--- src/rtl/mips_pkg.sv ---
// mips_pkg: shared encodings for the MIPS write-back path.
package mips_pkg;
  localparam logic [1:0] REGDST_RT = 2'b00;
  localparam logic [1:0] REGDST_RD = 2'b01;
  localparam logic [1:0] REGDST_LINK = 2'b10;
  localparam logic [1:0] MEMTOREG_ALU = 2'b00;
  localparam logic [1:0] MEMTOREG_MEM = 2'b01;
  localparam logic [1:0] MEMTOREG_LINK = 2'b10;
  localparam logic [1:0] LOAD_WORD = 2'b00;
  localparam logic [1:0] LOAD_HALF = 2'b01;
  localparam logic [1:0] LOAD_BYTE = 2'b10;
  localparam int REG_ZERO = 0;
endpackage

--- src/rtl/load_extend.sv ---
// load_extend: big-endian lane select and sign/zero extension of loaded data.
module load_extend
  import mips_pkg::*;
(
  input  logic [31:0] mem_data,
  input  logic [1:0]  addr,
  input  logic [1:0]  load_size,
  input  logic        load_unsigned,
  output logic [31:0] data
);
  logic [7:0] b;
  logic [15:0] h;
  // ~addr maps byte 0 to bits [31:24]; halfword ignores addr[0]
  assign b = mem_data[{~addr, 3'b000} +: 8];
  assign h = addr[1] ? mem_data[15:0] : mem_data[31:16];
  always_comb
    data = load_size == LOAD_BYTE ? {{24{~load_unsigned & b[7]}}, b}
         : load_size == LOAD_HALF ? {{16{~load_unsigned & h[15]}}, h}
         : mem_data;
endmodule

--- src/rtl/writeback_stage.sv ---
// writeback_stage: MIPS write-back with one main entry and one skid entry
// driving the register-file write port and a forwarding tap.
module writeback_stage
  import mips_pkg::*;
#(
  parameter int DATA_W = 32,
  parameter int ADDR_W = 5,
  parameter int LINK_REG = 31
) (
  input  logic              clk,
  input  logic              reset,
  input  logic              in_valid,
  output logic              in_ready,
  input  logic              in_regWrite,
  input  logic [1:0]        in_regDst,
  input  logic [1:0]        in_memToReg,
  input  logic [1:0]        in_loadSize,
  input  logic              in_loadUnsigned,
  input  logic [ADDR_W-1:0] in_rt,
  input  logic [ADDR_W-1:0] in_rd,
  input  logic [DATA_W-1:0] in_aluResult,
  input  logic [DATA_W-1:0] in_memData,
  input  logic [DATA_W-1:0] in_pcPlus4,
  input  logic              rfReady,
  output logic              regWrite,
  output logic [ADDR_W-1:0] writeAddress,
  output logic [DATA_W-1:0] writeData,
  output logic              fwdValid,
  output logic [ADDR_W-1:0] fwdAddress,
  output logic [DATA_W-1:0] fwdData,
  output logic [31:0]       retireCount
);
  typedef struct packed {
    logic              we;
    logic [ADDR_W-1:0] addr;
    logic [DATA_W-1:0] data;
  } entry_t;
  entry_t main_q, main_d, skid_q, skid_d, new_e;
  logic main_v_q, main_v_d, skid_v_q, skid_v_d, ready_q;
  logic [31:0] cnt_q, cnt_d;
  logic [31:0] ld;
  logic acc, ret;
  load_extend u_ld (
    .mem_data(in_memData[31:0]),
    .addr(in_aluResult[1:0]),
    .load_size(in_loadSize),
    .load_unsigned(in_loadUnsigned),
    .data(ld)
  );
  always_comb begin
    new_e.addr = in_regDst == REGDST_RD ? in_rd
               : in_regDst == REGDST_LINK ? ADDR_W'(LINK_REG) : in_rt;
    new_e.data = in_memToReg == MEMTOREG_MEM ? DATA_W'(ld)
               : in_memToReg == MEMTOREG_LINK ? in_pcPlus4 : in_aluResult;
    new_e.we = in_regWrite && new_e.addr != ADDR_W'(REG_ZERO);
  end
  assign acc = in_valid && ready_q;
  assign ret = main_v_q && rfReady;
  // Main entry fields are never cleared on retire so the port holds its last value.
  always_comb begin
    main_v_d = main_v_q;
    main_d = main_q;
    skid_v_d = skid_v_q;
    skid_d = skid_q;
    if (ret) begin
      main_v_d = skid_v_q | acc;
      main_d = skid_v_q ? skid_q : acc ? new_e : main_q;
      skid_v_d = skid_v_q & acc;
      skid_d = skid_v_q & acc ? new_e : skid_q;
    end else if (acc && main_v_q) begin
      skid_v_d = 1'b1;
      skid_d = new_e;
    end else if (acc) begin
      main_v_d = 1'b1;
      main_d = new_e;
    end
    cnt_d = cnt_q + 32'(ret);
  end
  always_ff @(posedge clk)
    if (reset) begin
      main_v_q <= 1'b0;
      skid_v_q <= 1'b0;
      main_q <= '0;
      skid_q <= '0;
      ready_q <= 1'b0;
      cnt_q <= '0;
    end else begin
      main_v_q <= main_v_d;
      skid_v_q <= skid_v_d;
      main_q <= main_d;
      skid_q <= skid_d;
      ready_q <= !skid_v_d;
      cnt_q <= cnt_d;
    end
  assign in_ready = ready_q;
  assign regWrite = main_v_q && main_q.we;
  assign writeAddress = main_q.addr;
  assign writeData = main_q.data;
  assign fwdValid = regWrite;
  assign fwdAddress = main_q.addr;
  assign fwdData = main_q.data;
  assign retireCount = cnt_q;
endmodule

--- config.mk ---
export PLATFORM = sky130hd
export DESIGN_NAME = writeback_stage
export DESIGN_NICKNAME = d
export VERILOG_FILES = /design/src/rtl/mips_pkg.sv /design/src/rtl/load_extend.sv /design/src/rtl/writeback_stage.sv
export SDC_FILE = /design/constraint.sdc
export NUM_CORES = 1
export LEC_CHECK = 0
export BUFFER_PORTS_ARGS = -buffer_cell sky130_fd_sc_hd__buf_2
export CAP_MARGIN = 10
export CORE_ASPECT_RATIO = 2
export CORE_MARGIN = 2
export CORE_UTILIZATION = 47
export CTS_CLUSTER_SIZE = 14
export DETAILED_ROUTE_END_ITERATION = 8
export HOLD_SLACK_MARGIN = 0.06
export PLACE_DENSITY = 0.78
export SYNTH_ARGS = -nofsm -noshare
export SYNTH_HDL_FRONTEND = slang
export SYNTH_SLANG_ARGS = --single-unit
--- constraint.sdc ---
create_clock -name clk -period 1.9 [get_ports clk]
set_input_delay 0.38 -clock clk [delete_from_list [all_inputs] [get_ports clk]]
set_output_delay 0.38 -clock clk [all_outputs]
set_load 0.02 [all_outputs]
After elaboration in Yosys (flattened, before gate mapping) --
Cells that the tools add are included.
Word-level totals: ROM bits 0, word-level logic and storage cells 56, bits in latches 0, output and inout bits 109, RAM bits 0, memories 0, register bits after elaboration 111
Operators by class: bitwise gates (word level) 6, add/sub/neg operators 1, equal/unequal tests 8, reductions and logical operators 11, $lt $le $gt $ge 0, multipliers 0, muxes and demuxes 19, div/mod/pow operators 0, shifts and indexed selects 1
Operators with widths (count):
- $mux 38 | 7
- $mux 32 | 4
- $add 32x1->32 | 1
- $shiftx 32x6->8 | 1
- $mux 16 | 1
- $mux 5 | 2
- $eq 2x1->1 const B | 3
- $eq 2x2->1 const B | 3
- $logic_and 1x1->1 | 5
- $mux 1 | 5
- $reduce_bool 5->1 | 1
- $reduce_and 2->1 | 2
- $reduce_bool 2->1 | 2
- $and 1x1->1 | 3
- $ne 2x1->1 const B | 1
- $ne 2x2->1 const B | 1
- $not 2->2 | 1
- $logic_not 1->1 | 1
- $not 1->1 | 1
- $or 1x1->1 | 1

Longest topological paths before layout --
word-level depth 8, mapped depth 9

Modules after synthesis --
From an unflattened synthesis, not the netlist that was laid out.
Unflattened totals: cells, all modules 860, area total of the unflattened synthesis 6991.7 um^2
Modules (own cells, without submodules):
- writeback_stage | area each 6139.6 um^2, instances 1, cells each 736
- load_extend | area each 852.1 um^2, instances 1, cells each 124

Least setup slack after synthesis --
Ideal clock, no wire load.
path type reg2reg, start point register main_v_q, end point register cnt_q[18], in the netlist retireCount[18], arrival time 1850 ps, path slack -21 ps, data required time 1830 ps, stages on the path, launching flop included 8, library setup time 70 ps, cells stage by stage dfxtp_1 -> buf_2 -> and2_1 -> ha_1 -> ha_1 -> nand3_1 -> or4_1 -> a21oi_1
Between the ends: longest elaborated chain between the ends 2
Ends and longest elaborated chain:
- from (decl) | line writeback_stage.sv:39 | logic main_v_q, main_v_d, skid_v_q, skid_v_d, ready_q;
- from (signal assigned) | line writeback_stage.sv:88 | main_v_q <= main_v_d;
- $logic_and 1x1->1 | line writeback_stage.sv:58 | assign ret = main_v_q && rfReady;
- $add 32x1->32 | line writeback_stage.sv:77 | cnt_d = cnt_q + 32'(ret);
- to (signal assigned) | line writeback_stage.sv:93 | cnt_q <= cnt_d;
- to (decl) | line writeback_stage.sv:40 | logic [31:0] cnt_q, cnt_d;
No other way between the ends. A chain may end at the register's enable or synchronous reset.

Final worst setup path --
Same ends and word-level chain as after synthesis.

==> results.sh <==
export IMPL_globalplace_congestion=0.9369
export IMPL_antenna_cells=0
export IMPL_synth_area_um2=6858
export IMPL_pre_cts_ws_ns=-0.06121
export IMPL_route_met2_wl_um=11540
export IMPL_placed_cell_area_um2=8040
export IMPL_synth_edf_count=0
export IMPL_vias_per_cell=5.995
export IMPL_synth_async_sr_flop_share_pct=0
export IMPL_cts_tree="done"
export IMPL_m1WireLength_um=7436
export IMPL_rsz0062_at_grt="no"
export IMPL_cellPowerDensity_nw_per_um2=653.0
export IMPL_path_common_cell="ha_2"
export IMPL_syn_to_final_growth_pct=21.44
export IMPL_ys_ff_latch=111
export IMPL_overflow=0
export IMPL_first_pass_iters=5
export IMPL_max_stage_delay_ns=0.54
export IMPL_multi_input_area_um2=3775
export IMPL_critical_path_required_ns=2.18
export IMPL_cts_htree_levels=3
export IMPL_synth_main_ff_cell="dfxtp_1"
export IMPL_final_seq_area_um2=2222
export IMPL_drtAntennaViolNets=0
export IMPL_ioPinCount=227
export IMPL_status="finished, final reports clean"
export IMPL_top_layer_used="met5"
export IMPL_crit_chain="and2_1, ha_2, ha_2, nand3_2, or4_1, a21oi_1"
export IMPL_cts_root_buffer="clkbuf_16"
export IMPL_routed_wl_um=22070
export IMPL_grt_pass1_vias=6770
export IMPL_final_area_um2=8328
export IMPL_startpoint_type="register"
export IMPL_core_um2=14350
export IMPL_slew_viol_final=0
export IMPL_tns_ns=0
export IMPL_clkLatencyLatePin_ns=0.36
export IMPL_track_usage_pct=27.93
export IMPL_drt_iter0_markers=543
export IMPL_worst_slack_ns=0.1076
export IMPL_start_util_pct=47.79
export IMPL_cp_end_kind="register"
export IMPL_rows=62
export IMPL_fillerInstances=1295
export IMPL_cp_slowest_cell="or4_1"
export IMPL_relSlewSlack_pct=64.82
export IMPL_setup_violations_final=0
export IMPL_drc=0
export IMPL_numCtsBuffers=9
export IMPL_dp_cells=1165
export IMPL_grt_max_degree=41
export IMPL_mostFrequentLayoutCells="226 x buf_2, 111 x dfxtp_1, 73 x buf_4"
export IMPL_grt_pass1_wl_um=34270
export IMPL_layout_nets=1104
export IMPL_crit_fanout=6
export IMPL_post_route_period_util_pct=94.34
export IMPL_chipHeight_um=174.8
export IMPL_fin_crit_ns=1.792
export IMPL_die_w_um=89.42
export IMPL_hold_viol_final=0
export IMPL_cap_violations=0
export IMPL_ys_warn_count=0
export IMPL_syn_nets=927
export IMPL_clockBufferDepth=2
export IMPL_final_cells=1181
export IMPL_avgSynthCellArea_um2=8.498
export IMPL_num_vias=7080
export IMPL_ys_seq_area_share_pct=32.40
export IMPL_clock_skew_ns=0.01239
export IMPL_met3_wirelength_um=1505
export IMPL_critPathKind="register to register"
export IMPL_hp_class="primary input to register"
export IMPL_fmax_ghz=0.5579
export IMPL_clock_sinks=111
export IMPL_wire_per_inst_um=18.69
export IMPL_drive_above_1_share_pct=38.62
export IMPL_hpwl_um=17040
export IMPL_netlist_instances=807
export IMPL_clk_pin_slew_ns=0.07
export IMPL_peakVddDrop_uv=447.6
export IMPL_layout_commonest_cell="buf_2"
export IMPL_tightest_slew_ns=0.5257
export IMPL_crit_arrival_ns=2.07
export IMPL_numPortBuffers=226
export IMPL_dieArea_um2=15630
export IMPL_antenna_found_initial=1
export IMPL_synth_cell_types=64
export IMPL_hold_buffers=0
export IMPL_power_leakage_uw=0.003497
## routing by layer
layer	up-vias	global-route usage (%)
met5	-	0
met4	2	18.16
met3	82	5.338
met2	364	48.89
met1	3290	28.99
li1	3342	-
## synthesized netlist by cell type (5+ instances only)
library cell	instances	area, µm²
o21ai_0	25	125.1
xnor2_1	14	122.6
nor3_1	14	70.07
mux2_2	44	495.5
inv_1	7	26.28
o22a_1	9	78.83
xor2_1	14	122.6
nor2_1	42	157.7
nand4_1	11	68.82
o221ai_1	20	175.2
o22ai_1	26	162.7
a32o_1	8	80.08
clkbuf_1	43	161.4
and3_1	8	50.05
o2111ai_1	9	78.83
a211o_2	5	50.05
buf_2	12	60.06
a32oi_1	7	61.31
mux2i_1	11	110.1
o32ai_1	32	280.3
nand3_1	25	125.1
a22oi_1	25	187.7
and4_1	6	52.55
dfxtp_1	111	2222
a21oi_1	63	315.3
nand2b_1	5	31.28
a221oi_1	7	61.31
nand2_1	68	255.2
buf_4	79	593.1
## where the power goes
group          internal (µW)  switching, µW  leakage (µW)
sequential              2390           69.2      0.000901
combinational            482            649       0.00245
clock                    917            927      0.000143
total                   3790           1650       0.00350
## cell type report
class	instances	area share (%)
Clock buffer	9	2.704
Clock inverter	7	0.7212
Inverter	7	0.3155
Multi-Input combinational cell	551	45.33
Sequential cell	111	26.68
Tap cell	192	2.885
Timing Repair Buffer	304	21.36
## sequential cells by signal, summed over array words and instances (netlist names)
register     flops
skid_q          38
fwdData         32
retireCount     32
fwdAddress       5
in_ready         1
main_q           1
main_v_q         1
skid_v_q         1
## through the flow
step | total power (µW) | hold slack (ns) | util [%]
floorplan | 3286 | 0.4362 | -
finish | 5438 | 0.3052 | 58.03
global placement | 3622 | 0.4430 | 56.02
global route | 5662 | 0.3145 | 58.03
CTS | 5462 | 0.2992 | 58.01
detailed placement | 3636 | 0.4499 | 56.02
## logic make-up (layout without fill, tap and decap cells)
family          count (synthesis)  count (layout)  share of synthesized area, %
mux                            56              56                         9.159
compound gates                260             260                         27.04
buf+inv                       145             327                         12.70
flops                         111             111                         32.40
simple gates                  205             205                         14.76
xor+xnor                       28              28                         3.576
fa+ha+maj                       2               2                        0.3648
## repair_timing
action | in CTS | in global routing
resized for setup | 0 | 1
endpoints found under the setup margin | 0 | 2
setup buffers | 0 | 0
## path summary, 6_finish.rpt
| path | to | cells after the start | from | slack, ns |
|---|---|---|---|---|
| setup reg to reg | retireCount[18] | 6 | main_v_q | 0.11 |
| setup / recovery | retireCount[18] | 6 | main_v_q | 0.11 |
| hold / removal | skid_q[37] | 3 | in_regWrite | 0.31 |
| hold reg to reg | skid_q[3] | 2 | skid_q[3] | 0.46 |
## critical path: cells and delay by family, from the launching register on
kind,cells,cell delay (ns)
simple gates,3,0.83
fa+ha+maj,2,0.41
flops,1,0.34
compound gates,1,0.15
No activity file was read; power rests on OpenSTA's default activity.
